[src/rtl/rw_ram_controller.sv]
// Valid/ready initiator sequencing the clockless separate read/write-strobe RAM.
// Optional write read-back check when RW_RAM_CTRL_VERIFY_EN is defined.
module rw_ram_controller #(
    parameter int ADDR_W     = 4,
    parameter int DATA_W     = 4,
    parameter int SETUP_CYC  = 1,
    parameter int STROBE_CYC = 1
) (
    input  logic              clk,
    input  logic              rst,
    input  logic              req_valid,
    output logic              req_ready,
    input  logic              req_we,
    input  logic [ADDR_W-1:0] req_addr,
    input  logic [DATA_W-1:0] req_wdata,
    output logic              rsp_valid,
    output logic [DATA_W-1:0] rsp_rdata,
    output logic              rsp_err,
    output logic [ADDR_W-1:0] ram_addr,
    output logic [DATA_W-1:0] ram_datain,
    output logic              ram_read,
    output logic              ram_write,
    input  logic [DATA_W-1:0] ram_dataout
);
    localparam int SET_N   = (SETUP_CYC  < 1) ? 1 : SETUP_CYC;
    localparam int STB_N   = (STROBE_CYC < 1) ? 1 : STROBE_CYC;
    localparam int CNT_MAX = (SET_N + 1 > STB_N) ? SET_N + 1 : STB_N;
    localparam int CNT_W   = $clog2(CNT_MAX + 1);

    typedef enum logic [2:0] {IDLE, SETUP, STROBE, HOLD, SAMPLE, VERIFY} state_t;

    state_t           state, state_nxt;
    logic [CNT_W-1:0] cnt, cnt_nxt;
    logic             we_q, we_nxt;
    logic             accept, done, capture;

    always_ff @(posedge clk or posedge rst) begin
        if (rst) begin
            state <= IDLE;
            cnt   <= '0;
            we_q  <= 1'b0;
        end else begin
            state <= state_nxt;
            cnt   <= cnt_nxt;
            we_q  <= we_nxt;
        end
    end

    // Counter is loaded with (cycles - 1) on entry; the state exits when it reaches zero.
    always_comb begin
        state_nxt = state;
        cnt_nxt   = cnt;
        we_nxt    = we_q;
        accept    = 1'b0;
        done      = 1'b0;
        capture   = 1'b0;
        case (state)
            IDLE: begin
                if (req_valid && req_ready) begin
                    accept    = 1'b1;
                    we_nxt    = req_we;
                    state_nxt = SETUP;
                    cnt_nxt   = CNT_W'(SET_N - 1);
                end
            end
            SETUP: begin
                if (cnt != '0) begin
                    cnt_nxt = cnt - CNT_W'(1);
                end else if (we_q) begin
                    state_nxt = STROBE;
                    cnt_nxt   = CNT_W'(STB_N - 1);
                end else begin
                    state_nxt = SAMPLE;
                end
            end
            STROBE: begin
                if (cnt != '0) cnt_nxt = cnt - CNT_W'(1);
                else           state_nxt = HOLD;
            end
            HOLD: begin
`ifdef RW_RAM_CTRL_VERIFY_EN
                state_nxt = VERIFY;
                cnt_nxt   = CNT_W'(SET_N);
`else
                state_nxt = IDLE;
                done      = 1'b1;
`endif
            end
            SAMPLE: begin
                state_nxt = IDLE;
                done      = 1'b1;
                capture   = 1'b1;
            end
`ifdef RW_RAM_CTRL_VERIFY_EN
            VERIFY: begin
                if (cnt != '0) begin
                    cnt_nxt = cnt - CNT_W'(1);
                end else begin
                    state_nxt = IDLE;
                    done      = 1'b1;
                    capture   = 1'b1;
                end
            end
`endif
            default: state_nxt = IDLE;
        endcase
    end

    // Pins are decoded from the next state so every output comes straight from a flop.
    always_ff @(posedge clk or posedge rst) begin
        if (rst) begin
            req_ready  <= 1'b1;
            rsp_valid  <= 1'b0;
            rsp_rdata  <= '0;
            ram_addr   <= '0;
            ram_datain <= '0;
            ram_read   <= 1'b0;
            ram_write  <= 1'b0;
        end else begin
            req_ready <= (state_nxt == IDLE);
            rsp_valid <= done;
            ram_write <= (state_nxt == STROBE);
            ram_read  <= ((state_nxt == SETUP) && !we_nxt) || (state_nxt == SAMPLE) ||
                         (state_nxt == VERIFY);
            if (accept) begin
                ram_addr <= req_addr;
                if (req_we) ram_datain <= req_wdata;
            end
            if (capture) rsp_rdata <= ram_dataout;
        end
    end

`ifdef RW_RAM_CTRL_VERIFY_EN
    // ram_datain still carries the written word, so it doubles as the compare reference.
    always_ff @(posedge clk or posedge rst) begin
        if (rst)       rsp_err <= 1'b0;
        else if (done) rsp_err <= capture && we_q && (ram_dataout != ram_datain);
    end
`else
    assign rsp_err = 1'b0;
`endif

endmodule

[config.mk]
export PLATFORM = sky130hd
export DESIGN_NAME = rw_ram_controller
export DESIGN_NICKNAME = d
export VERILOG_FILES = /design/src/rtl/rw_ram_controller.sv
export SDC_FILE = /design/constraint.sdc
export NUM_CORES = 1
export LEC_CHECK = 0
export CAP_MARGIN = 20
export CORE_ASPECT_RATIO = 1.1
export CORE_MARGIN = 2
export CORE_UTILIZATION = 31
export CTS_BUF_LIST = sky130_fd_sc_hd__clkbuf_16
export CTS_CLUSTER_DIAMETER = 150
export DETAILED_ROUTE_END_ITERATION = 8
export PLACE_DENSITY = 0.67
export SYNTH_ARGS = -nofsm -noshare
export SYNTH_HDL_FRONTEND = slang
export SYNTH_SLANG_ARGS = --single-unit
[constraint.sdc]
create_clock -name clk -period 2.96 [get_ports clk]
set_input_delay 0.444 -clock clk [delete_from_list [all_inputs] [get_ports clk]]
set_output_delay 0.444 -clock clk [all_outputs]
set_load 0.01 [all_outputs]
* After elaboration in Yosys (flattened, before gate mapping)
Index checks and enable logic that the tools add are counted.
** Storage, ports and cells
- Register bits :: 22
- Bits in latches :: 0
- Bits in writable memories :: 0
- Memory bits (read-only) :: 0
- Bits of input ports :: 16
- Output and inout bits :: 17
- Memories kept :: 0
** Cells by class
- Add/sub/neg operators :: 1
- Multipliers :: 0
- Divide/modulo/power cells :: 0
- $lt $le $gt $ge :: 0
- Equal/unequal tests :: 11
- Shift operators :: 0
- Multiplexer cells :: 16
- Bitwise operators :: 0
- Reduce and logical (&&, ||, !) cells :: 12
** Operators with widths (count)
- $mux W3 :: 4
- $eq A3 B2 Y1 const B :: 3
- $eq A3 B3 Y1 const B :: 3
- $pmux W3 S3 :: 1
- $mux W2 :: 4
- $eq A3 B1 Y1 const B :: 2
- $logic_not A3 Y1 :: 2
- $mux W1 :: 6
- $pmux W2 S3 :: 1
- $ne A2 B2 Y1 const B :: 2
- $reduce_and A4 Y1 :: 1
- $ne A3 B3 Y1 const B :: 1
- $reduce_bool A3 Y1 :: 1
- $logic_and A1 B1 Y1 :: 2
- $logic_or A1 B1 Y1 :: 2
- $reduce_and A2 Y1 :: 1
- $reduce_bool A2 Y1 :: 1
- $reduce_or A2 Y1 :: 1
- $sub A2 B1 Y2 const B :: 1
- $logic_not A1 Y1 :: 1

* Logic depth before layout (Yosys ltp)
Gate-level depths: netlist of run 1.
- Word-level depth :: 7
- Gate-level depth with buffers :: 6

* Least setup slack after synthesis of run 1
Ideal clock, no wire load.
- Path type :: register to register
- Start :: reg cnt[0]
- End :: reg cnt[0]
- Setup time :: 0.128 ns
- Data arrival time :: 1.456 ns
- Setup slack :: 1.376 ns
- Stages on the path, launching flop included :: 6
- Clock period less this slack :: 1.584 ns
- Cell sequence :: dfrtp_1 -> inv_1 -> ha_1 -> o21a_1 -> nor4b_2 -> mux2_1
** Between the ends
- Longest elaborated chain between the ends :: 3
- Elaborated cells between the ends (all ways) :: 8
** RTL lines
- from (decl) :: line 33 : logic [CNT_W-1:0] cnt, cnt_nxt;
- from (signal assigned) :: line 44 : cnt <= cnt_nxt;
- $sub A2 B1 Y2 / $reduce_bool A2 Y1 (equally long branches) :: line 68, 77, 67
- $mux W2 (tied with other cells) :: line 77 : if (cnt != '0) cnt_nxt = cnt - CNT_W'(1);
- $pmux W2 S3 / $reduce_and A4 Y1 (equally long branches)
Parallel ways exist; a longest one is shown, timed or not. The select of a mux whose other input is x is not followed.
A chain may end at the register's enable or synchronous reset.

* Worst setup path after layout of run 1
- Start :: reg req_ready
- End :: out req_ready
** RTL lines
- from (decl) :: line 12 : output logic req_ready,
- from (signal assigned) :: line 120 : req_ready <= (state_nxt == IDLE);
No word-level cell between the ends.

==> results of run 1 <==
## layout make-up
type	instances	share of cell area (%)
clock buffer	3	5.20
multi-input combinational	43	28.4
sequential	22	38.2
clock inverter	1	2.08
inverter	6	1.56
timing repair buffer	31	21.5
tap	34	2.95
## worst max path at each step
stage	start	to	slack, ps	depth (start not counted)
final	req_ready	req_ready	1180	1
after global routing	cnt[0]	cnt[0]	1130	5
after CTS	req_ready	req_ready	1170	1
after detailed placement	req_valid	ram_datain[0]	910	4
after global placement	req_valid	ram_datain[3]	960	4
after floorplan	cnt[0]	cnt[0]	1380	5
## Yosys cell counts
cell type  number  share of area [%]
a21oi_1         1               0.49
mux2_2          1                1.1
buf_4           3                2.2
dfrtp_1        21                 52
buf_2           2               0.98
and3_1          2                1.2
nor4bb_4        1                2.5
nand3_1         1               0.49
a211o_1         1               0.86
nand2b_1        1               0.62
a21boi_1        1               0.74
or3_1           1               0.62
nor3_1          1               0.49
o2bb2ai_1       2                1.7
nand2_1         2               0.74
ha_1            4                4.9
inv_2           1               0.37
conb_1          1               0.37
o21ai_0         1               0.49
and2_1          1               0.62
nor2b_1         1               0.62
o21a_1          1               0.74
inv_1           5                1.8
a2111oi_2       1                1.5
and4bb_1        1                1.2
dfstp_2         1                2.6
nand4b_1        1               0.86
mux2i_1         1               0.98
or2_1           1               0.62
nor4b_2         1                1.5
mux2_1         13                 14
## stage by stage
step                      hold slack (ps)  instance area (sq um)  util (%)  power [uW]
after detailed placement              474                   1340      43.1        1230
after floorplan                       432                   1020         -         944
after CTS                             488                   1440      46.5        1610
final                                 482                   1440      46.5        1590
after global placement                470                   1340      43.1        1210
after global routing                  503                   1440      46.5        1690
## placed cells by master, fill, tap and decap left out
master,instances
a21boi_1,1
nor2b_1,1
and3_1,2
or2_1,1
or3_1,1
and2_1,1
dfrtp_1,21
conb_1,1
nor4b_2,1
o21ai_0,1
nand2b_1,1
bufinv_16,1
inv_1,5
o21a_1,1
mux2_1,13
inv_2,1
nand2_1,2
a2111oi_2,1
o2bb2ai_1,2
mux2_2,1
nand4b_1,1
nand3_1,1
nor3_1,1
a21oi_1,1
ha_1,4
mux2i_1,1
dfstp_2,1
a211o_1,1
nor4bb_4,1
clkdlybuf4s50_1,31
clkbuf_16,3
and4bb_1,1
## logic make-up after synthesis
family / count (synthesis) / share of synthesized area [%]
AO/OA/AOI/OAI: 8 / 6.52
adder cells (fa/ha/maj): 4 / 4.92
buffers and inverters: 11 / 5.41
flip-flops: 22 / 54.2
multiplexers: 15 / 16.5
other: 1 / 0.369
AND/OR/NAND/NOR: 15 / 12.1
## registers in the layout, summed over array words and instances (netlist names)
signal and flops:
ram_addr 4, ram_datain 4, rsp_rdata 4, state 3, cnt 2, ram_read 1
ram_write 1, req_ready 1, rsp_valid 1, we_q 1
## power groups by stage
stage / clock, uW / combinational (uW) / sequential [uW]
detailed placement: 0 / 669 / 563
floorplan: 0 / 371 / 572
CTS: 383 / 672 / 558
finish: 374 / 661 / 556
global placement: 0 / 656 / 557
global route: 393 / 720 / 580
## layer usage
layer / up-vias / track usage, %
met5: - / 0
met4: 0 / 5.11
met3: 5 / 3.85
met2: 22 / 17.7
met1: 328 / 12.0
li1: 326 / -
==> tab_implementation.tex, run 1 <==
\begin{tabular}{lr}
\hline
Metric & Value \\
\hline
\multicolumn{2}{l}{\textbf{Routing}} \\
Avg WL per Cell & 12.8 microns \\
Post-detailed-route via-to-cell ratio & 4.86 \\
Residual antenna-violating net count after detailed routing & 0 \\
Detail Route met3 WL & 132 microns \\
Met2 routed WL & 848 microns \\
Met1 Wirelength & 773 microns \\
Total number of vias & 681 \\
First-iteration detailed-routing DRC count & 9 \\
Highest metal layer with signal wires & met4 \\
DRC & 5 \\
First-pass detailed-route iteration total & 5 \\
Final wirelength & 1790 microns \\
\multicolumn{2}{l}{\textbf{Worst setup path}} \\
Beginning of the worst register-to-register path & cnt[0] \\
Critical path class & flip-flop to primary output \\
Kind of start point of the critical path & flip-flop \\
Number of cell instances on the worst register-to-register path & 5 \\
Required arrival time at the worst endpoint & 2520 ps \\
Capturing point of the worst reg2reg path & cnt[1] \\
Crit path cell chain & clkdlybuf4s50\_1 \\
Setup slack on the worst flop-to-flop path & 1260 ps \\
Worst EP arrival & 1340 ps \\
CP bufs+invs & 1 \\
Slowest cell on the critical path & dfstp\_2 \\
Slowest stage delay, CP & 550 ps \\
Crit-path max FO & 3 \\
Largest delay contributor family on the critical path & flip-flops \\
Type of destination of the critical path & primary output \\
\multicolumn{2}{l}{\textbf{Die}} \\
Starting density of the core & 32.8\% \\
Area of the placeable core & 3100 sq um \\
Number of rows created at floorplan & 21 \\
Number of primary I/O pins & 33 \\
Total Die Area & 3760 sq um \\
Chip Height & 64.1 microns \\
Die width & 58.6 microns \\
\multicolumn{2}{l}{\textbf{Min path}} \\
Hold Crit Start & ram\_addr[3] \\
Terminating pin of the worst hold path & ram\_addr[3] \\
Class of the worst hold path & flip-flop to flip-flop \\
Min-Delay Path Depth & 1 \\
\multicolumn{2}{l}{\textbf{Logic synthesis}} \\
Number of instances in the synthesized netlist & 76 \\
Net count after synthesis & 96 \\
Number of synthesis warnings & 0 \\
Share of the yosys chip area belonging to registers & 54.2\% \\
Combined area of all synthesized cells & 1020 sq um \\
Number of distinct library cells after synthesis & 31 \\
Average cell area after synthesis & 13.4 sq um \\
Post-synthesis register bit count & 22 \\
\multicolumn{2}{l}{\textbf{Clocking}} \\
Count of clock tree sinks & 22 \\
Post-CTS sizing & 0 \\
CTS clk-pin slew, worst paths & 60 ps \\
Cell chosen for the clock root & clkbuf\_16 \\
Inserted Clock Buffers & 3 \\
Worst-case clock buffer depth & 2 \\
Hold-fix buffers, CTS & 0 \\
TritonCTS clock tree & yes \\
Postcts setup bufs & 0 \\
Clock insertion delay at the later pin of the skew report & 260 ps \\
CTS HTree Levels & 1 \\
\multicolumn{2}{l}{\textbf{GRT}} \\
Number of global-route vias before repair & 693 \\
Maximum number of pins on one net before global-route repair & 23 \\
Number of antenna violations at the first check in global routing & 0 \\
Final global-route overflow total & 0 \\
Total routing resource utilization after global routing & 10.7\% \\
Wire length of the first global-routing pass & 3050 microns \\
\multicolumn{2}{l}{\textbf{Pwr}} \\
Combinational Power Share & 41.5\% \\
Leakage Power & 0.000642 uW \\
Fraction of power consumed by sequential logic & 34.9\% \\
Switch share & 30.2\% \\
Clock Power Share & 23.5\% \\
Largest vdd supply drop & 0.000300 V \\
Power per cell area & 1100 nW/um\^{}2 \\
Cell internal pwr & 1110 uW \\
Power spent charging and discharging nets & 480 uW \\
\multicolumn{2}{l}{\textbf{Final layout}} \\
Area used by multi-input combinational logic & 410 sq um \\
Number of nets at the end of the flow & 127 \\
Fraction of layout instances using a drive strength above 1 & 9.43\% \\
Post-synthesis to final-layout area growth & 41.8\% \\
Filler Cells Inserted & 298 \\
Antenna cells & 0 \\
Count of placed standard cells in the final layout, fillers left out & 140 \\
Register area & 552 sq um \\
\multicolumn{2}{l}{\textbf{STA}} \\
Transition time at the pin with the least slew margin & 811 ps \\
Crit path time final & 1780 ps \\
Worst clock skew on the final layout & 2.40 ps \\
RSZ-0062 raised after global routing & false \\
Final Setup Violations & 0 \\
Upper clock frequency limit & 560 MHz \\
Final setup margin & 1180 ps \\
Pins Over Slew Limit & 0 \\
Accumulated negative setup slack & 0 ps \\
Count of endpoints failing hold in the final timing report & 0 \\
Worst relative slew slack & 45.8\% \\
Portion of the clock cycle consumed by the worst path in the final layout & 60.3\% \\
\multicolumn{2}{l}{\textbf{Placed design}} \\
Number of input and output port buffers inserted & 31 \\
Placed insts & 136 \\
GP Congestion & 0.784 \\
DPL Wire Length & 1350 microns \\
Post-Place Worst Slack & 912 ps \\
\multicolumn{2}{l}{\textbf{Job}} \\
Max-cap violation count & 0 \\
\multicolumn{2}{l}{\textbf{Run status}} \\
Run status & complete, but fails checks \\
Violations in the final reports & DRC \\
\hline
\end{tabular}
No activity file was read; power rests on OpenSTA's default activity.
==> inputs of run 2 (changes only) <==
==> constraint.sdc (replaced) <==
create_clock -name clk -period 1.72 [get_ports clk]
set_input_delay 0.258 -clock clk [delete_from_list [all_inputs] [get_ports clk]]
set_output_delay 0.258 -clock clk [all_outputs]
set_load 0.01 [all_outputs]
==> tab_implementation.tex, run 2 (same netlist as run 1, synthesis figures left out) <==
\begin{tabular}{lr}
\hline
Metric & Value \\
\hline
\multicolumn{2}{l}{\textbf{STA}} \\
Count of endpoints failing hold in the final timing report & 0 \\
Final Setup Violations & 0 \\
Portion of the clock cycle consumed by the worst path in the final layout & 94.2\% \\
Smallest hold slack & 334 ps \\
RSZ-0062 raised after global routing & false \\
Upper clock frequency limit & 617 MHz \\
Pins Over Slew Limit & 0 \\
Crit path time final & 1620 ps \\
Worst clock skew on the final layout & 2.33 ps \\
\multicolumn{2}{l}{\textbf{Worst setup path}} \\
Required arrival time at the worst endpoint & 1850 ps \\
Number of cell instances on the worst register-to-register path & 5 \\
Worst EP arrival & 1760 ps \\
Critical path class & flip-flop to flip-flop \\
Crit-path max FO & 4 \\
Setup slack on the worst flop-to-flop path & 100 ps \\
First element of the critical path & cnt[1] \\
Beginning of the worst register-to-register path & cnt[1] \\
Kind of start point of the critical path & flip-flop \\
Type of destination of the critical path & flip-flop \\
Capturing point of the worst reg2reg path & cnt[0] \\
Critical Path End & cnt[0] \\
\multicolumn{2}{l}{\textbf{Placed design}} \\
DPL Wire Length & 1410 microns \\
GP Congestion & 0.865 \\
Number of input and output port buffers inserted & 31 \\
\multicolumn{2}{l}{\textbf{Die}} \\
Starting density of the core & 32.8\% \\
Area of the placeable core & 3100 sq um \\
Chip Height & 64.1 microns \\
Number of primary I/O pins & 33 \\
Total Die Area & 3760 sq um \\
Die width & 58.6 microns \\
Number of rows created at floorplan & 21 \\
\multicolumn{2}{l}{\textbf{Job}} \\
Max-cap violation count & 0 \\
\multicolumn{2}{l}{\textbf{Pwr}} \\
Clock Power Share & 18.2\% \\
Largest vdd supply drop & 0.000549 V \\
Cell internal pwr & 1800 uW \\
Combinational Power Share & 45.6\% \\
Total Power Consumption & 2640 uW \\
Fraction of power consumed by sequential logic & 36.2\% \\
Switch share & 31.8\% \\
Leakage Power & 0.000651 uW \\
Power per cell area & 1820 nW/um\^{}2 \\
Power spent charging and discharging nets & 839 uW \\
\multicolumn{2}{l}{\textbf{Routing}} \\
DRC & 5 \\
First-pass detailed-route iteration total & 6 \\
Post-detailed-route via-to-cell ratio & 4.78 \\
First-iteration detailed-routing DRC count & 14 \\
Residual antenna-violating net count after detailed routing & 0 \\
Avg WL per Cell & 12.8 microns \\
Final wirelength & 1830 microns \\
Total number of vias & 683 \\
\multicolumn{2}{l}{\textbf{Clocking}} \\
Postcts setup bufs & 0 \\
CTS clk-pin slew, worst paths & 60 ps \\
Hold-fix buffers, CTS & 0 \\
Clock insertion delay at the later pin of the skew report & 250 ps \\
Worst-case clock buffer depth & 2 \\
Post-CTS sizing & 0 \\
Cell chosen for the clock root & clkbuf\_16 \\
TritonCTS clock tree & yes \\
CTS HTree Levels & 1 \\
Count of clock tree sinks & 22 \\
Inserted Clock Buffers & 3 \\
\multicolumn{2}{l}{\textbf{GRT}} \\
Wire length of the first global-routing pass & 3110 microns \\
Final global-route overflow total & 0 \\
Number of global-route vias before repair & 689 \\
Number of antenna violations at the first check in global routing & 0 \\
Total routing resource utilization after global routing & 11.4\% \\
Maximum number of pins on one net before global-route repair & 23 \\
\multicolumn{2}{l}{\textbf{Final layout}} \\
Top flop regs & ram\_addr x4, ram\_datain x4, rsp\_rdata x4 \\
Post-synthesis to final-layout area growth & 42.4\% \\
Area used by multi-input combinational logic & 420 sq um \\
Filler Cells Inserted & 296 \\
Number of nets at the end of the flow & 130 \\
Fraction of layout instances using a drive strength above 1 & 11.9\% \\
Antenna cells & 0 \\
Commonest non-fill, non-tap cells in the layout & clkdlybuf4s50\_1, dfrtp\_1, mux2\_1, inv\_1, ha\_1 \\
Register area & 552 sq um \\
Most common library cell in the layout ignoring fill and taps & clkdlybuf4s50\_1 \\
\multicolumn{2}{l}{\textbf{Min path}} \\
Class of the worst hold path & input port to asynchronous set/reset pin \\
\multicolumn{2}{l}{\textbf{Run status}} \\
Violations in the final reports & DRC \\
Run status & complete, but fails checks \\
\hline
\end{tabular}
run 2: cell types whose count changed in the layout (fill, tap and decap cells not counted), sizes merged:
cell	delta
buf	+3
bufinv	-1
clkinv	+1
run 2: worst min-delay path by stage:
stage                 from            end
2_1_floorplan          rst         cnt[0]
3_3_place_gp   ram_addr[3]    ram_addr[3]
3_5_place_dp   ram_addr[3]    ram_addr[3]
4_1_cts                rst  ram_datain[1]
5_1_grt                rst    ram_addr[0]
6_report               rst  ram_datain[1]
run 2: area by class of cell:
class / count / area share (%)
Multi-Input combinational cell: 43 / 29.0
Clock buffer: 3 / 5.18
Sequential cell: 22 / 38.1
Tap cell: 34 / 2.94
Inverter: 6 / 1.55
Timing Repair Buffer: 34 / 23.0
Clock inverter: 1 / 0.259
run 2: through the flow:
step / area, sq um / instances / utilization [%] / TNS, ps / worst slack [ps]
3_3_place_gp: 1360 / 139 / 43.9 / -345 / -70.1
3_5_place_dp: 1360 / 139 / 43.9 / -577 / -117
4_1_cts: 1440 / 143 / 46.4 / 0 / 41.1
6_report: 1450 / 143 / 46.7 / 0 / 99.0
5_1_grt: 1450 / 143 / 46.7 / 0 / 0.759
2_1_floorplan: 1020 / 76 / - / 0 / 136
run 2: worst max-delay path, stage by stage, from the launching register on:
cell     delay, ps
dfrtp_1        380
inv_1           70
ha_1           210
o21a_1         200
nor4b_4        300
mux2_1         350
run 2: power by group through the flow:
stage	sequential (uW)	combinational [uW]	clock [uW]
floorplan	985	639	0
global placement	952	1160	0
detailed placement	960	1190	0
CTS	953	1190	500
global route	991	1330	536
finish	956	1200	481
run 2: routing by layer:
layer / vias up / wire, microns / GRT usage [%]
li1: 327 / - / -
met1: 325 / 710 / 12.5
met2: 24 / 883 / 18.0
met3: 7 / 153 / 3.44
met4: 0 / 82 / 8.81
met5: - / 0 / 0
